`config.mk`:
```
export PLATFORM = sky130hd
export DESIGN_NAME = sm_clk_ctrl
export DESIGN_NICKNAME = d
export VERILOG_FILES = /design/src/rtl/sm_pkg.sv /design/src/rtl/sm_sync_edge.sv /design/src/rtl/sm_clk_ctrl.sv
export SDC_FILE = /design/constraint.sdc
export NUM_CORES = 1
export LEC_CHECK = 0
export BUFFER_PORTS_ARGS = -buffer_cell sky130_fd_sc_hd__buf_4
export CAP_MARGIN = 40
export CORE_MARGIN = 1
export CORE_UTILIZATION = 45
export CTS_BUF_LIST = sky130_fd_sc_hd__clkbuf_16
export DETAILED_ROUTE_END_ITERATION = 6
export GPL_TIMING_DRIVEN = 0
export MAX_ROUTING_LAYER = met4
export PLACE_DENSITY_LB_ADDON = 0.2
export SYNTH_ARGS = -nofsm -noshare
export SYNTH_HDL_FRONTEND = slang
export SYNTH_SLANG_ARGS = --single-unit
```
`constraint.sdc`:
```
create_clock -name clkIn -period 4.7 [get_ports clkIn]
set_input_delay 0.94 -clock clkIn [delete_from_list [all_inputs] [get_ports clkIn]]
set_output_delay 0.94 -clock clkIn [all_outputs]
set_load 0.02 [all_outputs]
```
`src/rtl/sm_pkg.sv`:
```
// Shared types for the sm_* clock-control blocks: core-clock modes and FSM states.
package sm_pkg;

    typedef enum logic [1:0] {
        SM_MODE_RUN   = 2'd0,
        SM_MODE_HALT  = 2'd1,
        SM_MODE_STEP  = 2'd2,
        SM_MODE_BURST = 2'd3
    } sm_mode_e;

    typedef enum logic [1:0] {
        SM_ST_PARK  = 2'd0,
        SM_ST_RUN   = 2'd1,
        SM_ST_STEP  = 2'd2,
        SM_ST_BURST = 2'd3
    } sm_state_e;

endpackage

```
`src/rtl/sm_sync_edge.sv`:
```
// Two-flop synchroniser for an asynchronous button level, followed by a rising-edge pulse.
module sm_sync_edge (
    input  logic i_clk,
    input  logic i_rst_n,
    input  logic i_async,
    output logic o_rise
);

    logic r_meta;
    logic r_sync;
    logic r_prev;

    always_ff @(posedge i_clk or negedge i_rst_n) begin
        if (!i_rst_n) begin
            r_meta <= 1'b0;
            r_sync <= 1'b0;
            r_prev <= 1'b0;
        end else begin
            r_meta <= i_async;
            r_sync <= r_meta;
            r_prev <= r_sync;
        end
    end

    assign o_rise = r_sync & ~r_prev;

endmodule

```
`src/rtl/sm_clk_ctrl.sv`:
```
// Core clock generator for sm_arm: divided clkOut plus run/halt/single-step/burst control.
// state | meaning
// PARK  | no core edges granted; clkOut completes its phase and parks low
// RUN   | free-running core clock
// STEP  | grant exactly one core edge
// BURST | grant burstLen core edges, counted down on each tickEn
module sm_clk_ctrl
    import sm_pkg::*;
#(
    parameter int DIV_W  = 5,
    parameter int STEP_W = 16,
    parameter int CNT_W  = 32
) (
    input  logic              clkIn,
    input  logic              rst_n,
    input  logic [DIV_W-1:0]  clkDevide,
    input  logic [1:0]        mode,
    input  logic              stepReq,
    input  logic [STEP_W-1:0] burstLen,
    input  logic              clkEnable,
    output logic              clkOut,
    output logic              tickEn,
    output logic              busy,
    output logic              done,
    output logic [CNT_W-1:0]  cycleCount
);

    sm_state_e         r_state;
    sm_state_e         w_state_nxt;
    sm_mode_e          w_mode;
    logic [DIV_W-1:0]  r_div_cnt;
    logic [STEP_W-1:0] r_burst_cnt;
    logic [CNT_W-1:0]  r_cycle_cnt;
    logic              r_clk_out;
    logic              w_step_edge;
    logic              w_tc;
    logic              w_fire;
    logic              w_run_ok;
    logic              w_burst_last;
    logic              w_grant;
    logic              w_tick;
    logic              w_done;
    logic              w_burst_load;

    assign w_mode = sm_mode_e'(mode);

    sm_sync_edge u_step_sync (
        .i_clk   (clkIn),
        .i_rst_n (rst_n),
        .i_async (stepReq),
        .o_rise  (w_step_edge)
    );

    // Phase timer runs down from clkDevide; zero is terminal count and it parks there.
    assign w_tc         = (r_div_cnt == '0);
    assign w_fire       = w_tc & ~r_clk_out;
    assign w_run_ok     = (w_mode == SM_MODE_RUN) & clkEnable;
    assign w_burst_last = (r_burst_cnt == STEP_W'(1));
    assign w_tick       = w_fire & w_grant;

    always_comb begin
        w_state_nxt  = r_state;
        w_grant      = 1'b0;
        w_done       = 1'b0;
        w_burst_load = 1'b0;
        unique case (r_state)
            SM_ST_PARK: begin
                if (w_run_ok) begin
                    w_state_nxt = SM_ST_RUN;
                end else if (w_step_edge && w_mode == SM_MODE_STEP) begin
                    w_state_nxt = SM_ST_STEP;
                end else if (w_step_edge && w_mode == SM_MODE_BURST) begin
                    if (burstLen != '0) begin
                        w_state_nxt  = SM_ST_BURST;
                        w_burst_load = 1'b1;
                    end else begin
                        w_done = 1'b1;
                    end
                end
            end
            SM_ST_RUN: begin
                w_grant = w_run_ok;
                if (w_fire && !w_run_ok) begin
                    w_state_nxt = SM_ST_PARK;
                end
            end
            SM_ST_STEP: begin
                if (w_mode == SM_MODE_STEP) begin
                    w_grant = clkEnable;
                    if (w_fire && clkEnable) begin
                        w_done      = 1'b1;
                        w_state_nxt = SM_ST_PARK;
                    end
                end else if (w_mode != SM_MODE_HALT) begin
                    w_state_nxt = SM_ST_PARK;
                end
            end
            SM_ST_BURST: begin
                // HALT or clkEnable=0 freezes here with the count intact; other modes abort.
                if (w_mode == SM_MODE_BURST) begin
                    w_grant = clkEnable;
                    if (w_fire && clkEnable && w_burst_last) begin
                        w_done      = 1'b1;
                        w_state_nxt = SM_ST_PARK;
                    end
                end else if (w_mode != SM_MODE_HALT) begin
                    w_state_nxt = SM_ST_PARK;
                end
            end
        endcase
    end

    always_ff @(posedge clkIn or negedge rst_n) begin
        if (!rst_n) begin
            r_state <= SM_ST_PARK;
        end else begin
            r_state <= w_state_nxt;
        end
    end

    always_ff @(posedge clkIn or negedge rst_n) begin
        if (!rst_n) begin
            r_burst_cnt <= '0;
        end else if (w_burst_load) begin
            r_burst_cnt <= burstLen;
        end else if (r_state == SM_ST_BURST && w_tick) begin
            r_burst_cnt <= r_burst_cnt - STEP_W'(1);
        end
    end

    always_ff @(posedge clkIn or negedge rst_n) begin
        if (!rst_n) begin
            r_clk_out   <= 1'b0;
            r_div_cnt   <= '0;
            r_cycle_cnt <= '0;
        end else if (!w_tc) begin
            r_div_cnt <= r_div_cnt - DIV_W'(1);
        end else if (r_clk_out) begin
            r_clk_out <= 1'b0;
            r_div_cnt <= clkDevide;
        end else if (w_grant) begin
            r_clk_out   <= 1'b1;
            r_div_cnt   <= clkDevide;
            r_cycle_cnt <= r_cycle_cnt + CNT_W'(1);
        end
    end

    assign clkOut     = r_clk_out;
    assign tickEn     = w_tick;
    assign done       = w_done;
    assign busy       = (r_state != SM_ST_PARK) & clkEnable & (w_mode != SM_MODE_HALT);
    assign cycleCount = r_cycle_cnt;

endmodule

```
* After elaboration in Yosys (flattened, before gate mapping)
Cells that the tools add are included.
** Storage, ports and cells
- Memories kept :: 0
- Input port bits :: 27
- Word-level logic and storage cells :: 82
- Bits in registers :: 59
- ROM bits :: 0
- Output and inout bits :: 36
- Latch bits :: 0
- RAM bits :: 0
** Cells by class
- Order comparisons :: 0
- Divide/modulo/power cells :: 0
- Shifts and indexed selects :: 0
- $mul :: 0
- Mux-type cells :: 35
- Bitwise operators :: 8
- Equal/unequal tests :: 13
- Reductions and logical operators :: 15
- Add/subtract/negate cells :: 3
** Operator list (count)
- $add A32 B1 Y32 const B :: 1
- $mux W16 :: 2
- $mux W2 :: 10
- $mux W1 :: 17
- $eq A16 B1 Y1 const B :: 1
- $reduce_bool A16 Y1 :: 1
- $sub A16 B1 Y16 const B :: 1
- $mux W5 :: 3
- $eq A2 B2 Y1 const B :: 4
- $ne A4 B4 Y1 const B :: 2
- $pmux W2 S4 :: 1
- $and A1 B1 Y1 :: 6
- $logic_and A1 B1 Y1 :: 6
- $ne A3 B3 Y1 const B :: 2
- $pmux W1 S3 :: 2
- $logic_not A5 Y1 :: 1
- $reduce_and A5 Y1 :: 1
- $sub A5 B1 Y5 const B :: 1
- $logic_not A2 Y1 :: 2
- $reduce_bool A2 Y1 :: 2
- $ne A3 B2 Y1 const B :: 1
- $reduce_and A3 Y1 :: 1
- $eq A2 B1 Y1 const B :: 1
- $ne A2 B1 Y1 const B :: 1
- other kinds (3) :: 4

* Depth between registers and ports, before layout
Gate-level depths: netlist of run 1.
- Word-level depth :: 8
- Gate-level depth with buffers :: 11
- Mapped depth without buffers :: 8

* Hierarchy
From an unflattened synthesis of run 1, not the netlist that was laid out.
** Second synthesis, totals
- Cells, all modules :: 332
- Area total of the unflattened synthesis :: 3206.8 um^2
** By module, submodules not included
- sm_clk_ctrl :: cells an instance 328, area an instance 3118.0 um^2, seq. area each 1401.3 um^2, instances 1
- sm_sync_edge :: cells an instance 4, area an instance 88.8 um^2, seq. area each 75.1 um^2, instances 1

* Least setup slack after synthesis of run 1
No wires, ideal clock.
- Path type :: register to output
- Start :: reg r_burst_cnt[10]
- End :: out done
- Setup slack :: 1.477 ns
- Required time :: 3.760 ns
- Buffers on the path :: 0
- Arrival :: 2.283 ns
- Cell stages (with the launch flop) :: 7
- Cell sequence :: dfrtp_1 -> or3_1 -> or3_4 -> nor4_1 -> and3_1 -> a21oi_1 -> o32ai_1
** Between the ends
- Longest elaborated chain between the ends :: 5
** Ends and longest elaborated chain
- start, declared :: line sm_clk_ctrl.sv:32 : logic [STEP_W-1:0] r_burst_cnt;
- start signal, assigned :: line sm_clk_ctrl.sv:125 : r_burst_cnt <= burstLen;
- start signal, assigned :: line sm_clk_ctrl.sv:127 : r_burst_cnt <= r_burst_cnt - STEP_W'(1);
- $eq A16 B1 Y1 :: line sm_clk_ctrl.sv:58 : assign w_burst_last = (r_burst_cnt == STEP_W'(1));
- $logic_and A1 B1 Y1 :: line sm_clk_ctrl.sv:102 : if (w_fire && clkEnable && w_burst_last) begin
- $mux W1 :: line sm_clk_ctrl.sv:102
- $mux W1 :: line sm_clk_ctrl.sv:100 : if (w_mode == SM_MODE_BURST) begin
- $pmux W1 S3 :: line sm_clk_ctrl.sv:66 : unique case (r_state)
- end, declared :: line sm_clk_ctrl.sv:24 : output logic done,
No other way between the ends.

* Final worst setup path of run 1
Ends and elaborated chain as after synthesis.

==> results.json, run 1 <==
{
  "vias": 2685,
  "grtUsageMet2_pct": 32.8,
  "cts_setup_buffers": 0,
  "mostFrequentLayoutCell": "buf_4",
  "dieArea_mm2": 0.00726,
  "critPathBufInv": 1,
  "clk_pin_slew_ps": 50,
  "hold_viol_final": 0,
  "fin_crit_sh_pct": 76.9,
  "rsz0062_at_grt": "false",
  "wl_um": 7300,
  "dieHeight_um": 85.2,
  "ir_drop_mv": 0.251,
  "skew_ps": 5.75,
  "grt-busiest-layer": "met2",
  "clock_latency_ps": 320,
  "fp.coreArea_mm2": 0.00653,
  "globalRouteTotalUtil_pct": 22.8,
  "antenna_found_initial": 0,
  "cts_root_buffer": "clkbuf_16",
  "reg2reg_to": "r_burst_cnt[12]",
  "use_met1_pct": 31.3,
  "synth_area_mm2": 0.00312,
  "fin_total_pwr_mw": 1.90,
  "power_density_mw_per_mm2": 473,
  "cp_num_cells": 7,
  "hold_buffers": 0,
  "synth_async_sr_flop_share_pct": 100,
  "die_x_um": 85.2,
  "nNetsFinal": 428,
  "layout.area.seq_mm2": 0.00148,
  "yosys_warnings": 0,
  "cts.repair.resized": 0,
  "slew_viol_final": 0,
  "r2r-start": "r_div_cnt[0]",
  "numCtsBuffers": 9,
  "grt_overflow": 0,
  "layout-drive-gt1-share_pct": 22.9,
  "synth_edf_count": 0,
  "n_fill_cell": 549,
  "firstDrtPassIters": 4,
  "crit_path_end_kind": "output port",
  "syn-num-nets": 357,
  "worst_pin_slew_ps": 748,
  "syn_area_per_cell_um2": 9.59,
  "crit_end": "done",
  "ant_nets": 0,
  "use_met3_pct": 6.32,
  "critical_path.max_fanout": 5,
  "start_kind": "flip-flop",
  "clock-sinks": 59,
  "synth_cell_types": 53,
  "tns_ps": 0,
  "r2r_cells": 10,
  "dpl_cell_area_mm2": 0.00366,
  "criticalPathCategory": "flip-flop to output port",
  "cpLargestDelayFamily": "simple AND/OR/NAND/NOR gates",
  "yosys.area.top_type_share_pct": 47.4,
  "via_per_inst": 5.62,
  "synth_cells": 325,
  "antenna_cells": 0,
  "ios": 63,
  "leakage_nw": 1.86,
  "yosysSeqAreaShare_pct": 47.4,
  "max_freq_ghz": 0.277,
  "cp-startpoint": "r_burst_cnt[10]",
  "critical_path_required_ps": 3760,
  "min_period_ps": 3620,
  "drc": 0,
  "synth_area_leaders": "dfrtp_1, xnor2_1, nand2_1, nor2_1, nand3_1",
  "cts_max_path_buffers": 2,
  "worst_ep_arrival_time_ps": 2680,
  "crit_chain": "or3_1, or3_4, nor4_1, and3_1, a21oi_1, o32ai_1, buf_4",
  "area_delta_synth_final_pct": 28.6,
  "wl_per_cell_um": 15.3,
  "cts_max_level": 3,
  "crit_slowest_cell": "or3_1",
  "cap_violations": 0,
  "gp_congestion": 0.890,
  "ys.flop_type": "dfrtp_1",
  "finalInstanceArea_mm2": 0.00401,
  "max_stage_delay_ps": 450,
  "multiInputGateArea_mm2": 0.00152,
  "grt_first_pass_wirelength_um": 12500,
  "hp-class": "flip-flop to flip-flop",
  "synth_top_area_cell": "dfrtp_1",
  "grt_pass1_vias": 2552,
  "status": "finished clean",
  "rows": 29,
  "finalSetupViolCount": 0,
  "slew_headroom_pct": 50.1,
  "start_util_pct": 47.7,
  "grt_max_degree": 60,
  "dp_hpwl_um": 4980,
  "final_cell_mix": "buf_4, dfrtp_1, nor2_1, nand2_1, xnor2_1",
  "io_buffers": 60,
  "drtIter0Drc": 148,
  "cts_tree": "built",
  "ys_seq_elements": 59,
  "ff2ff_setup_slack_ps": 2110
}
## cells by family (layout without fill, tap and decap cells)
kind of cell	Yosys count	after routing	synth area share, %
buf+inv	25	101	3.73
compound gates	56	56	12.0
mux	1	1	0.361
flops	59	59	47.4
simple gates	146	146	25.2
fa+ha+maj	5	5	2.01
xor+xnor	33	33	9.28
## flip-flops by register name, indices dropped and copies added, names as in the netlist
register            flops
clkOut                  1
cycleCount             32
r_burst_cnt            16
r_div_cnt               5
r_state                 2
u_step_sync.r_meta      1
u_step_sync.r_prev      1
u_step_sync.r_sync      1
## cells in the mapped netlist (3+ instances only)
| cell type | n |
|---|---|
| a21oi_1 | 13 |
| nand3_1 | 20 |
| xnor2_1 | 25 |
| inv_1 | 12 |
| buf_2 | 3 |
| buf_4 | 3 |
| xor2_1 | 8 |
| nor2_1 | 34 |
| nor4_1 | 7 |
| clkbuf_1 | 5 |
| or3_1 | 4 |
| o211ai_1 | 8 |
| o311ai_1 | 3 |
| dfrtp_1 | 59 |
| nand4_1 | 12 |
| o21ai_1 | 3 |
| and4_1 | 3 |
| o22ai_1 | 3 |
| ha_1 | 5 |
| and3_1 | 7 |
| nor3_1 | 6 |
| o21ai_0 | 9 |
| nand2_1 | 34 |
## power by group
group / leakage, nW / switching [mW] / internal [mW] / total (mW)
sequential: 0.759 / 0.101 / 0.614 / 0.715
combinational: 0.940 / 0.235 / 0.194 / 0.429
clock: 0.163 / 0.236 / 0.516 / 0.752
## worst min-delay path by stage
stage	startpoint	endpoint	slack, ps	cells past startpoint
6_report	u_step_sync.r_meta	u_step_sync.r_sync	350	0
4_1_cts	u_step_sync.r_meta	u_step_sync.r_sync	360	0
3_5_place_dp	u_step_sync.r_meta	u_step_sync.r_sync	340	0
2_1_floorplan	u_step_sync.r_meta	u_step_sync.r_sync	330	0
3_3_place_gp	u_step_sync.r_meta	u_step_sync.r_sync	350	0
5_1_grt	u_step_sync.r_meta	u_step_sync.r_sync	370	0
## per-stage QoR
stage	cells	utilization (%)	setup slack, ps	hold slack (ps)
after floorplan	325	-	1480	331
after global placement	462	56.1	1390	347
after detailed placement	462	56.1	1380	337
after CTS	478	61.3	1060	360
after global routing	478	61.3	898	374
final	478	61.3	1080	353
## layout make-up
cell class,instances,area share (%)
Clock inverter,7,2.94
Buffer,13,1.78
Multi-Input combinational cell,241,38.0
Timing Repair Buffer,60,11.2
Clock buffer,9,5.62
Inverter,12,1.12
Sequential cell,59,36.9
Tap cell,77,2.41
## per-layer routing
metal / vias up / part of all wire, %
li1: 1306 / -
met1: 1300 / 47
met2: 77 / 47
met3: 2 / 5.3
met4: 0 / 0.40
met5: - / 0
Power figures use the tool's default switching activity.
==> run 2, diff against run 1 <==
==> constraint.sdc (replaced) <==
create_clock -name clkIn -period 3.15 [get_ports clkIn]
set_input_delay 0.63 -clock clkIn [delete_from_list [all_inputs] [get_ports clkIn]]
set_output_delay 0.63 -clock clkIn [all_outputs]
set_load 0.02 [all_outputs]
==> results.json, run 2 (synthesis results as in run 1) <==
{
  "status": "finished clean",
  "die_x_um": 85.2,
  "antenna_found_initial": 0,
  "ff2ff_setup_slack_ps": 600,
  "fin_crit_sh_pct": 96.7,
  "critical_path.max_fanout": 10,
  "rows": 29,
  "worst_ep_arrival_time_ps": 2410,
  "nNetsFinal": 427,
  "r2r-start": "r_div_cnt[0]",
  "clock_latency_ps": 330,
  "grt_max_degree": 60,
  "cap_violations": 0,
  "min_to": "u_step_sync.r_sync",
  "crit_path_end_kind": "output port",
  "max_freq_ghz": 0.328,
  "slew_viol_final": 0,
  "hold_buffers": 0,
  "via_per_inst": 5.66,
  "hold_viol_final": 0,
  "leakage_nw": 1.86,
  "layout.area.seq_mm2": 0.00148,
  "placedCellCount": 462,
  "wl_per_cell_um": 15.4,
  "largest_register_ffs": 32,
  "io_buffers": 60,
  "skew_ps": 5.12,
  "cp-startpoint": "r_div_cnt[0]",
  "min_period_ps": 3040,
  "hp-start": "u_step_sync.r_meta",
  "dp_hpwl_um": 4980,
  "reg2reg_to": "r_burst_cnt[12]",
  "globalRouteTotalUtil_pct": 22.9,
  "r2r_cells": 10,
  "drtIter0Drc": 156,
  "vias": 2702,
  "criticalPathCategory": "flip-flop to output port",
  "grt_pass1_vias": 2571,
  "area_delta_synth_final_pct": 29.5,
  "start_kind": "flip-flop",
  "tns_ps": 0,
  "critical_path_required_ps": 2520,
  "final_cell_mix": "buf_4, dfrtp_1, nor2_1, nand2_1, xnor2_1",
  "cts_tree": "built",
  "dieArea_mm2": 0.00726,
  "numCtsBuffers": 9,
  "grt_first_pass_wirelength_um": 12600,
  "power_density_mw_per_mm2": 709,
  "crit_slowest_cell": "or4b_1",
  "whs_ps": 353,
  "mostFrequentLayoutCell": "buf_4",
  "drc": 0,
  "worst_pin_slew_ps": 749,
  "ant_nets": 0,
  "multiInputGateArea_mm2": 0.00155,
  "hold_depth": 0,
  "start_util_pct": 47.7,
  "cts_max_level": 3,
  "rsz0062_at_grt": "true",
  "firstDrtPassIters": 4,
  "cts_max_path_buffers": 2,
  "ios": 63,
  "hp-class": "flip-flop to flip-flop",
  "ir_drop_mv": 0.375,
  "cpMostUsedCell": "buf_6",
  "post-place-ws_ps": 181,
  "crit_chain": "inv_2, ha_2, or4b_1, buf_6, nor2_4, buf_6, nand2_1, o32ai_2, buf_4",
  "clk_pin_slew_ps": 50,
  "gp_congestion": 0.890,
  "final_cells": 477,
  "grt_overflow": 0,
  "dieHeight_um": 85.2,
  "fp.coreArea_mm2": 0.00653,
  "max_stage_delay_ps": 460,
  "slew_headroom_pct": 50.0,
  "finalSetupViolCount": 0,
  "wl_um": 7360,
  "antenna_cells": 0,
  "cts_root_buffer": "clkbuf_16",
  "clock-sinks": 59,
  "layout-drive-gt1-share_pct": 24.5,
  "n_fill_cell": 543,
  "fin_ws_ps": 105
}
-- run 2: what timing repair did --
action,in CTS,in global routing
gates resized for setup,4,4
gates cloned,0,0
endpoints found under the setup margin,1,2
setup buffers,0,0
pin swaps,0,2
endpoints found under the hold margin,0,0
-- run 2: worst max-delay path by stage --
stage,endpoint,slack [ps],cells past startpoint
after CTS,tickEn,9,9
after detailed placement,done,180,7
after global routing,done,-6,7
after global placement,done,180,7
final,done,110,9
after floorplan,done,240,6
-- run 2: cell type report --
class	instances	share of cell area, %
Buffer	12	1.77
Sequential cell	59	36.6
Clock inverter	7	2.91
Multi-Input combinational cell	241	38.5
Clock buffer	9	5.58
Timing Repair Buffer	60	11.2
Inverter	12	1.12
Tap cell	77	2.39
-- run 2: critical path, delay by kind of cell (launching register included) --
kind / cells / cell delay (ps)
buf+inv: 4 / 580
compound gates: 1 / 300
simple gates: 3 / 620
flops: 1 / 400
fa+ha+maj: 1 / 190
-- run 2: power breakdown --
part           switching [mW]  internal [mW]  total (mW)
Sequential              0.157          0.916        1.07
Combinational           0.365          0.301       0.666
Clock                   0.354          0.770        1.12
Total                   0.876           1.99        2.86
-- run 2: through the flow --
step	cell area [um^2]	util, %	power (mW)
after floorplan	3120	-	1.51
after global placement	3660	56.1	1.67
after detailed placement	3660	56.1	1.71
after CTS	4030	61.7	2.87
after global routing	4040	61.8	3.02
final	4040	61.8	2.86
-- run 2: layer usage --
layer / share of wire [%] / track usage, % / wire (um)
met1: 46 / 31.3 / 3410
met2: 47 / 33.1 / 3430
met3: 6.0 / 6.42 / 443
met4: 1.1 / 7.24 / 80
met5: 0 / - / 0
